==> src/rtl/cnn_cell_sequencer.sv <==
//------------------------------------------------------------------------------
// Module   : cnn_cell_sequencer
// Brief    : Serial template loader and iteration controller for one CNN cell.
// Revision : 1.0 - initial release
//------------------------------------------------------------------------------
`default_nettype none

module cnn_cell_sequencer #(
   parameter int WIDTH = 9,
   parameter int ONE   = 256,
   parameter int ITW   = 8
) (
   input  logic                      clk,
   input  logic                      rst,
   input  logic                      cfg_valid,
   input  logic signed [WIDTH-1:0]   cfg_data,
   output logic                      cfg_ready,
   output logic signed [WIDTH-1:0]   coef_a1,
   output logic signed [WIDTH-1:0]   coef_a2,
   output logic signed [WIDTH-1:0]   coef_a3,
   output logic signed [WIDTH-1:0]   coef_a4,
   output logic signed [WIDTH-1:0]   coef_a5,
   output logic signed [WIDTH-1:0]   coef_a6,
   output logic signed [WIDTH-1:0]   coef_a7,
   output logic signed [WIDTH-1:0]   coef_a8,
   output logic signed [WIDTH-1:0]   coef_a9,
   output logic signed [WIDTH-1:0]   coef_b1,
   output logic signed [WIDTH-1:0]   coef_b2,
   output logic signed [WIDTH-1:0]   coef_b3,
   output logic signed [WIDTH-1:0]   coef_b4,
   output logic signed [WIDTH-1:0]   coef_b5,
   output logic signed [WIDTH-1:0]   coef_b6,
   output logic signed [WIDTH-1:0]   coef_b7,
   output logic signed [WIDTH-1:0]   coef_b8,
   output logic signed [WIDTH-1:0]   coef_b9,
   output logic signed [WIDTH-1:0]   coef_i,
   output logic                      tmpl_valid,
   input  logic                      start,
   input  logic [ITW-1:0]            iter_count,
   input  logic signed [2*WIDTH-1:0] x_init,
   input  logic signed [2*WIDTH-1:0] x_next,
   output logic signed [2*WIDTH-1:0] x_state,
   output logic signed [2*WIDTH-1:0] y_out,
   output logic                      busy,
   output logic                      step,
   output logic                      done,
   output logic                      converged,
   output logic                      start_err,
   output logic [ITW-1:0]            iter_idx
);

   localparam int SW    = 2 * WIDTH;
   localparam int NCOEF = 19;

   localparam logic [1:0] S_IDLE = 2'd0;
   localparam logic [1:0] S_RUN  = 2'd1;
   localparam logic [1:0] S_DONE = 2'd2;

   localparam logic signed [SW-1:0] SAT_HI = SW'(ONE);
   localparam logic signed [SW-1:0] SAT_LO = SW'(-ONE);
   localparam logic [4:0]           LAST_IDX = 5'(NCOEF - 1);

   logic [1:0]                state_q, state_d;
   logic [4:0]                cfg_idx_q;
   logic signed [WIDTH-1:0]   coef_q [NCOEF];
   logic                      tmpl_valid_q;
   logic signed [SW-1:0]      x_state_q;
   logic signed [SW-1:0]      y_out_q;
   logic [ITW-1:0]            iter_idx_q;
   logic [ITW-1:0]            count_q;
   logic                      converged_q;
   logic                      start_err_q;

   logic                      in_idle;
   logic                      start_ok;
   logic                      run_conv;
   logic                      run_last;
   logic [ITW:0]              idx_inc;

   assign in_idle  = (state_q == S_IDLE);
   assign start_ok = in_idle && start && tmpl_valid_q;
   assign run_conv = (x_next == x_state_q);
   // One bit wider so a count of 2**ITW-1 still compares correctly.
   assign idx_inc  = {1'b0, iter_idx_q} + {{ITW{1'b0}}, 1'b1};
   assign run_last = (idx_inc == {1'b0, count_q});

   // State register
   always_ff @(posedge clk) begin
      if (rst) state_q <= S_IDLE;
      else     state_q <= state_d;
   end

   // Next-state logic
   always_comb begin
      state_d = state_q;
      case (state_q)
         S_IDLE: if (start_ok) state_d = (iter_count != '0) ? S_RUN : S_DONE;
         S_RUN:  if (run_conv || run_last) state_d = S_DONE;
         S_DONE: state_d = S_IDLE;
         default: state_d = S_IDLE;
      endcase
   end

   // Output logic
   always_comb begin
      cfg_ready = 1'b0;
      busy      = 1'b0;
      step      = 1'b0;
      done      = 1'b0;
      case (state_q)
         S_IDLE: cfg_ready = 1'b1;
         S_RUN: begin
            busy = 1'b1;
            step = 1'b1;
         end
         S_DONE: done = 1'b1;
         default: ;
      endcase
   end

   // Template loader: only accepts words while idle
   always_ff @(posedge clk) begin
      if (rst) begin
         cfg_idx_q    <= '0;
         tmpl_valid_q <= 1'b0;
         for (int k = 0; k < NCOEF; k++) coef_q[k] <= '0;
      end else if (in_idle && cfg_valid) begin
         coef_q[cfg_idx_q] <= cfg_data;
         if (cfg_idx_q == '0)      tmpl_valid_q <= 1'b0;
         if (cfg_idx_q == LAST_IDX) begin
            tmpl_valid_q <= 1'b1;
            cfg_idx_q    <= '0;
         end else begin
            cfg_idx_q    <= cfg_idx_q + 5'd1;
         end
      end
   end

   // Iteration datapath
   always_ff @(posedge clk) begin
      if (rst) begin
         x_state_q   <= '0;
         iter_idx_q  <= '0;
         count_q     <= '0;
         converged_q <= 1'b0;
         start_err_q <= 1'b0;
      end else begin
         start_err_q <= in_idle && start && !tmpl_valid_q;
         if (start_ok) begin
            x_state_q   <= x_init;
            iter_idx_q  <= '0;
            count_q     <= iter_count;
            converged_q <= 1'b0;
         end else if (state_q == S_RUN) begin
            x_state_q  <= x_next;
            iter_idx_q <= idx_inc[ITW-1:0];
            if (run_conv) converged_q <= 1'b1;
         end
      end
   end

   always_ff @(posedge clk) begin
      if (rst)                   y_out_q <= '0;
      else if (x_state_q > SAT_HI) y_out_q <= SAT_HI;
      else if (x_state_q < SAT_LO) y_out_q <= SAT_LO;
      else                       y_out_q <= x_state_q;
   end

   assign coef_a1 = coef_q[0];
   assign coef_a2 = coef_q[1];
   assign coef_a3 = coef_q[2];
   assign coef_a4 = coef_q[3];
   assign coef_a5 = coef_q[4];
   assign coef_a6 = coef_q[5];
   assign coef_a7 = coef_q[6];
   assign coef_a8 = coef_q[7];
   assign coef_a9 = coef_q[8];
   assign coef_b1 = coef_q[9];
   assign coef_b2 = coef_q[10];
   assign coef_b3 = coef_q[11];
   assign coef_b4 = coef_q[12];
   assign coef_b5 = coef_q[13];
   assign coef_b6 = coef_q[14];
   assign coef_b7 = coef_q[15];
   assign coef_b8 = coef_q[16];
   assign coef_b9 = coef_q[17];
   assign coef_i  = coef_q[18];

   assign tmpl_valid = tmpl_valid_q;
   assign x_state    = x_state_q;
   assign y_out      = y_out_q;
   assign iter_idx   = iter_idx_q;
   assign converged  = converged_q;
   assign start_err  = start_err_q;

endmodule

`default_nettype wire
==> config.mk <==
export PLATFORM = sky130hd
export DESIGN_NAME = cnn_cell_sequencer
export DESIGN_NICKNAME = d
export VERILOG_FILES = /design/src/rtl/cnn_cell_sequencer.sv
export SDC_FILE = /design/constraint.sdc
export NUM_CORES = 1
export LEC_CHECK = 0
export CORE_MARGIN = 10
export CORE_UTILIZATION = 44
export CTS_CLUSTER_SIZE = 20
export DETAILED_ROUTE_END_ITERATION = 8
export PLACE_DENSITY = 0.76
export SLEW_MARGIN = 20
export SYNTH_ARGS = -nofsm -noshare
export SYNTH_HDL_FRONTEND = slang
export SYNTH_SLANG_ARGS = --single-unit
export TNS_END_PERCENT = 20
==> constraint.sdc <==
create_clock -name clk -period 3.18 [get_ports clk]
set_input_delay 0.795 -clock clk [delete_from_list [all_inputs] [get_ports clk]]
set_output_delay 0.795 -clock clk [all_outputs]
set_load 0.005 [all_outputs]
Word-level counts from Yosys, hierarchy flattened

Memory sizes are Yosys's and may differ from the RTL's.
Index checks and enable logic that the tools add are counted.

Add/sub/neg operators: 2
$lt $le $gt $ge: 2
Equality and inequality tests: 7
Multiplexer cells: 22
Reduce and logical (&&, ||, !) cells: 18

Operators with widths:

| kind                 | number |
|---|---|
| $mux 18              | 3 |
| $eq 18x18->1         | 1 |
| $gt 18x10->1 const B | 1 |
| $lt 18x9->1 const B  | 1 |
| $mux 9               | 2 |
| $mux 1               | 11 |
| $mux 5               | 2 |
| $add 8x1->9 const B  | 1 |
| $eq 9x8->1           | 1 |
| $reduce_or 9->1      | 1 |
| $reduce_bool 8->1    | 1 |
| $mux 2               | 3 |
| $reduce_and 2->1     | 3 |
| $add 5x1->5 const B  | 1 |
| $eq 5x5->1 const B   | 1 |
| $logic_not 5->1      | 1 |
| $logic_and 1x1->1    | 4 |
| $pmux 2 s2           | 1 |
| $reduce_bool 2->1    | 2 |
| $reduce_or 2->1      | 2 |
| $reduce_or 3->1      | 1 |
| $eq 2x1->1 const B   | 1 |
| $eq 2x2->1 const B   | 1 |
| $logic_not 2->1      | 1 |
| 4 further kinds      | 4 |

Register bits: 62
RAM bits: 171
Input port bits: 57
Output and inout port bits: 222
Memories kept: 1

Memory list:

| memory | words | width | read ports | clocked after Yosys merged registers in | write ports | line | source |
|---|---|---|---|---|---|---|---|
| coef_q | 19    | 9     | 19         | 0                                       | 19          | 65   | `logic signed [WIDTH-1:0] coef_q [NCOEF];` |

Depth between registers and ports, before layout

Gate-level depths: netlist (run 1).

Depth after elaboration: 7
Depth in mapped cells: 8
Mapped depth without buffers: 7

Worst setup path before layout (run 1)

Ideal clock, no wire load.

Path type: input port to flip-flop
Start point: in rst
End point: mem coef_q[9][0], enable pin
Setup time: 340 ps
Arrival time: 2095 ps
Path slack: 744 ps
Cell stages on the path: 6
Path through: clkbuf_1 nor2_2 nand3b_1 or3_1 buf_2 nand2b_1

RTL lines:

| item               | line | source |
|---|---|---|
| start: declaration | 14   | `input logic rst,` |
| end: declaration   | 65   |  |

==> reports/results.tsv, run 1 <==
metric	value	unit
status	completed	
synth-adder-area-share	0.00681	
cts_inserted_buffers	25	
grt_pass1_vias	6930	
dr.pass1.iters	5	
n_antenna_cell	0	
post_cts_buffers	0	
synth_simple_gate_area_frac	0.192	
cts_resized	0	
grt_first_pass_wirelength	40400	um
ys_ff_latch	233	
finClkSkew	0.00726	ns
cts_tree	done	
max-vdd-ir-drop	0.365	mV
vias	6924	
p_leak	4.80	nW
synthXorXnorAreaFrac	0.0305	
die_w	165	um
ant_nets	0	
path_class	in2reg	
floorplan.rows	52	
start_util	0.451	
maxSlewViolCount	0	
finalSetupTns	0	ns
clk_latency	0.51	ns
hold_path.class	reg2reg	
synthesis.nets	826	
cts_hold_buf	0	
clock.fmax	372	MHz
ys_types	60	
overflow	0	
syn_area	9190	um^2
netlist.area_leader.share	0.529	
cts.sinks	233	
rsz0062_at_grt	false	
final-hold-violation-count	0	
clk_pin_slew	0.06	ns
port-buffer-count	278	
top_level_ports	279	
synthCells	764	
yosys.area.top_type	edfxtp_1	
muxShareOfSynthArea	0.00340	
synth_top_family_by_area	simple AND/OR/NAND/NOR gates	
crit_required	3.35	ns
arrival	2.85	ns
postRouteWirelength	27400	um
async_flop_share	0	
clockBufferDepth	3	
first_iter_violations	366	
worstMarginPinSlew	0.736	ns
powerDensity	500	nW/um^2
min_from	count_q[7]$_SDFFE_PP0P_	
core-area	20400	um^2
yosysMostFrequentCell	nor2_1	
die_y	165	um
area_growth	42.9	%
grt_max_degree	50	
crit_start	cfg_valid	
cts_root_buf	clkbuf_16	
critPathCaptureType	flop	
synth.avg_cell_area	12.0	um^2
cp_max_fo	10	
drive_gt1_frac	0.0864	
finalSetupViolCount	0	
slew_headroom	0.502	
yosysSeqAreaShare	0.684	
synth_compound_area_frac	0.0561	
wl_per_cell	20.3	um
period_needed	2.69	ns
r2r-start	state_q[1]$_SDFFE_PP0P_	
synthFlopType	edfxtp_1	
post-route-util	0.645	
antenna_found_initial	1	
remaining_drc_errors	0	
place_congestion	0.846	
max_cap_viol_count	0	
h-tree-depth	1	
start_kind	primary input	
yosysWarnings	0	
fin_nets	1120	
synth_area_leaders	edfxtp_1 53%, dfxtp_1 15%, nor2_1 6.7%	
fin_crit_sh	0.844	
vias_per_cell	5.14	
synth-edff-count	162	
grt_usage	0.192	
die_area	27100	um^2
synth_common_cells	165 x nor2_1, 162 x edfxtp_1, 80 x nand2_1	
dp_hpwl	20100	um
## kinds of logic after synthesis
kind of cell    after synthesis
xor+xnor                     32
flops                       233
fa+ha+maj                     5
mux                           3
simple gates                368
buf+inv                      54
compound gates               69
## metrics by stage
step	area (um^2)	hold WS, ns	worst slack [ns]	power, mW	std cells
floorplan	9190	0.446	0.744	3.53	764
global placement	12300	0.450	0.0332	3.86	1301
detailed placement	12300	0.462	-0.0546	3.86	1301
CTS	13100	0.471	0.482	6.61	1347
global route	13100	0.497	0.287	6.77	1347
finish	13100	0.473	0.495	6.56	1347
## flip-flops by register name, summed over array words and instances (netlist names)
name / count
cfg_idx_q: 5
coef_q: 171
converged: 1
count_q: 8
iter_idx: 8
start_err: 1
state_q: 2
tmpl_valid: 1
x_state: 18
y_out: 18
## layout make-up
| cell class | count | area (um^2) |
|---|---|---|
| Clock buffer | 33 | 686 |
| Clock inverter | 13 | 101 |
| Fill cell | 1560 | 7230 |
| Inverter | 14 | 52.6 |
| Multi-Input combinational cell | 477 | 2650 |
| Sequential cell | 233 | 6290 |
| Tap cell | 270 | 338 |
| Timing Repair Buffer | 307 | 3020 |
## power by group
group / internal (mW) / total [mW] / switching [mW]
registers: 3.32 / 3.36 / 0.0345
logic: 0.230 / 0.436 / 0.207
clock network: 1.60 / 2.77 / 1.17
## worst max-delay path: stages
cell             delay, ns
clkdlybuf4s50_1       0.56
nand2_4               0.13
nor4b_2               0.57
nand2_1               0.36
nand2b_1              0.43
## cells in the final DEF (no fill, tap or decap), types with 16 or more instances in the layout
master	synthesis	routed
nand2_1	80	80
and2_1	36	36
nor2_1	165	165
a21oi_1	16	16
xor2_1	20	20
nand2b_1	16	16
buf_4	2	27
a311oi_1	18	18
clkbuf_16	0	25
dfxtp_1	71	71
edfxtp_1	162	162
clkdlybuf4s50_1	0	277
## path summary, 6_finish.rpt
kind | slack (ns) | to | depth (start not counted)
worst max register to register | 0.74 | coef_q[12][4]$_SDFFCE_PN0P_ | 5
worst min-delay path | 0.47 | count_q[7]$_SDFFE_PP0P_ | 2
worst max-delay path | 0.49 | coef_q[12][4]$_SDFFCE_PN0P_ | 5
worst min register to register | 0.47 | count_q[7]$_SDFFE_PP0P_ | 2
## layer usage
metal  GRT usage  up-vias  wire [um]
met5           0        -          7
met4      0.0515        2        647
met3      0.0789       50       3460
met2       0.335      321      13500
met1       0.211     3302       9800
li1            -     3249          -
Note: power is estimated with default switching activity, not from simulation.
==> run 2: changes to the inputs <==
==> constraint.sdc (replaced) <==
create_clock -name clk -period 2.5 [get_ports clk]
set_input_delay 0.625 -clock clk [delete_from_list [all_inputs] [get_ports clk]]
set_output_delay 0.625 -clock clk [all_outputs]
set_load 0.005 [all_outputs]
==> run 2 against run 1 <==
  * Combinational power grew 43%
  * Final cell count grew 2.4%
  * Critical path depth fell by 2
  * Register-to-register slack worse by 0.40 ns
  * Global-route usage rose by 0.48 points
  * Utilization grew 2.3 points
  * Die area unchanged
  * Non-clock buffer count rose by 36
  * Critical path type is now reg2out
  * Largest power group unchanged
==> reports/results.tsv, run 2 (synthesis gave the netlist of run 1 again) <==
metric	value	unit	change
status	completed		
maxSlewViolCount	0		unchanged
vias_per_cell	5.17		+0.60%
start_kind	flop		
top_level_ports	279		unchanged
slew_headroom	0.516		+0.0140
largest_reg_flops	171		unchanged
grt_usage	0.197		+0.00482
crit_required	1.88	ns	-1.47 ns
n_antenna_cell	0		unchanged
finalSetupViolCount	0		unchanged
cts_hold_buf	0		unchanged
overflow	0		unchanged
cts.sinks	233		unchanged
r2r_end	state_q[1]$_SDFFE_PP0P_		
grt_max_degree	37		-26%
final-hold-violation-count	0		unchanged
die_area	27100	um^2	unchanged
wl_per_cell	20.5	um	+0.60%
cts_root_buf	clkbuf_16		
cts_inserted_buffers	24		-4.0%
postRouteWirelength	28200	um	+3.0%
dp_hpwl	20400	um	+1.4%
dp_cells	1337		+2.8%
max_flop_register	coef_q		
r2r_slack	0.34	ns	-0.40 ns
max-vdd-ir-drop	0.374	mV	+2.5%
clk_pin_slew	0.06	ns	about the same
critPathCaptureType	output pin		
clockBufferDepth	3		unchanged
cp_max_fo	4		-6
dr.pass1.iters	5		unchanged
core-area	20400	um^2	unchanged
hold_path.class	reg2reg		
period_needed	2.29	ns	
clk_latency	0.51	ns	about the same
layout_common_cells	277 x clkdlybuf4s50_1, 165 x nor2_1, 162 x edfxtp_1, 80 x nand2_1, 71 x dfxtp_1		
floorplan.rows	52		unchanged
worstMarginPinSlew	0.716	ns	-0.0208 ns
crit_start	state_q[0]$_SDFFE_PP0P_		
die_y	165	um	unchanged
hold-path-cell-count	2		unchanged
arrival	1.67	ns	-1.18 ns
area_growth	48.1	%	
h-tree-depth	1		unchanged
p_leak	5.05	nW	+5.1%
cp-endpoint	step		
cts_resized	0		unchanged
rsz0062_at_grt	false		
place_congestion	0.889		+5.0%
vias	7131		+3.0%
die_w	165	um	unchanged
post_cts_buffers	0		unchanged
r2r-start	x_state[8]$_SDFFE_PP0P_		
fin_nets	1155		+3.1%
fin_cells	1379		+2.4%
reg2reg_depth	7		+2
cts_tree	done		
clock.fmax	436	MHz	
grt_first_pass_wirelength	41400	um	+2.5%
max_cap_viol_count	0		unchanged
antenna_found_initial	1		unchanged
remaining_drc_errors	0		unchanged
start_util	0.451		unchanged
grt_pass1_vias	7190		+3.8%
drive_gt1_frac	0.114		+0.0273
ant_nets	0		unchanged
finClkSkew	0.0100	ns	+0.00278 ns
powerDensity	638	nW/um^2	+28%
first_iter_violations	437		+19%
path_class	reg2out		
fin_crit_sh	0.917		
finalPower	8.68	mW	+32%
port-buffer-count	278		unchanged
layout_commonest_cell	clkdlybuf4s50_1		
==> run 2: changes by cell type in the layout (fill, tap and decap cells not counted), sizes merged <==
| cell | change |
|---|---|
| bufinv | +4 |
| clkinvlp | +1 |
| inv | -2 |
| clkbuf | -4 |
| clkinv | -3 |
| buf | +36 |
==> run 2: worst min path at each step <==
stage / startpoint / endpoint / slack [ns]
4_1_cts: rst / cfg_idx_q[4]$_SDFFE_PP0P_ / 0.48
6_report: count_q[7]$_SDFFE_PP0P_ / count_q[7]$_SDFFE_PP0P_ / 0.48
5_1_grt: converged$_SDFFE_PP0P_ / converged$_SDFFE_PP0P_ / 0.50
2_1_floorplan: count_q[0]$_SDFFE_PP0P_ / count_q[0]$_SDFFE_PP0P_ / 0.45
3_5_place_dp: converged$_SDFFE_PP0P_ / converged$_SDFFE_PP0P_ / 0.46
3_3_place_gp: count_q[0]$_SDFFE_PP0P_ / count_q[0]$_SDFFE_PP0P_ / 0.46
==> run 2: layer usage <==
| metal | track usage | routed length, um |
|---|---|---|
| met1 | 0.217 | 10200 |
| met2 | 0.348 | 14200 |
| met3 | 0.0729 | 3230 |
| met4 | 0.0535 | 667 |
| met5 | 0 | 9 |
==> run 2: area by class of cell <==
cell class	instances	area, um^2
Inverter	14	52.6
Clock inverter	13	191
Sequential cell	233	6290
Fill cell	1537	6750
Clock buffer	29	651
Timing Repair Buffer	343	3440
Tap cell	270	338
Multi-Input combinational cell	477	2650
==> run 2: per-stage QoR <==
step	hold WS (ns)	setup slack [ns]	util	area (um^2)	TNS (ns)
floorplan	0.446	0.234	-	9190	0
global placement	0.460	-0.167	0.627	12800	-0.397
detailed placement	0.461	-0.156	0.627	12800	-0.349
CTS	0.477	0.177	0.668	13600	0
global route	0.498	0.122	0.668	13600	0
finish	0.475	0.207	0.668	13600	0
==> run 2: critical path: stages, from the launching register on <==
cell and delay (ns):
dfxtp_1 0.44, nand2b_1 0.12, inv_1 0.10, clkdlybuf4s50_1 0.51
==> run 2: where the power goes <==
part	leakage, nW	internal (mW)	switching (mW)
Sequential	2.25	4.22	0.0424
Clock	0.406	2.36	1.44
Combinational	2.39	0.346	0.277
Total	5.05	6.93	1.75
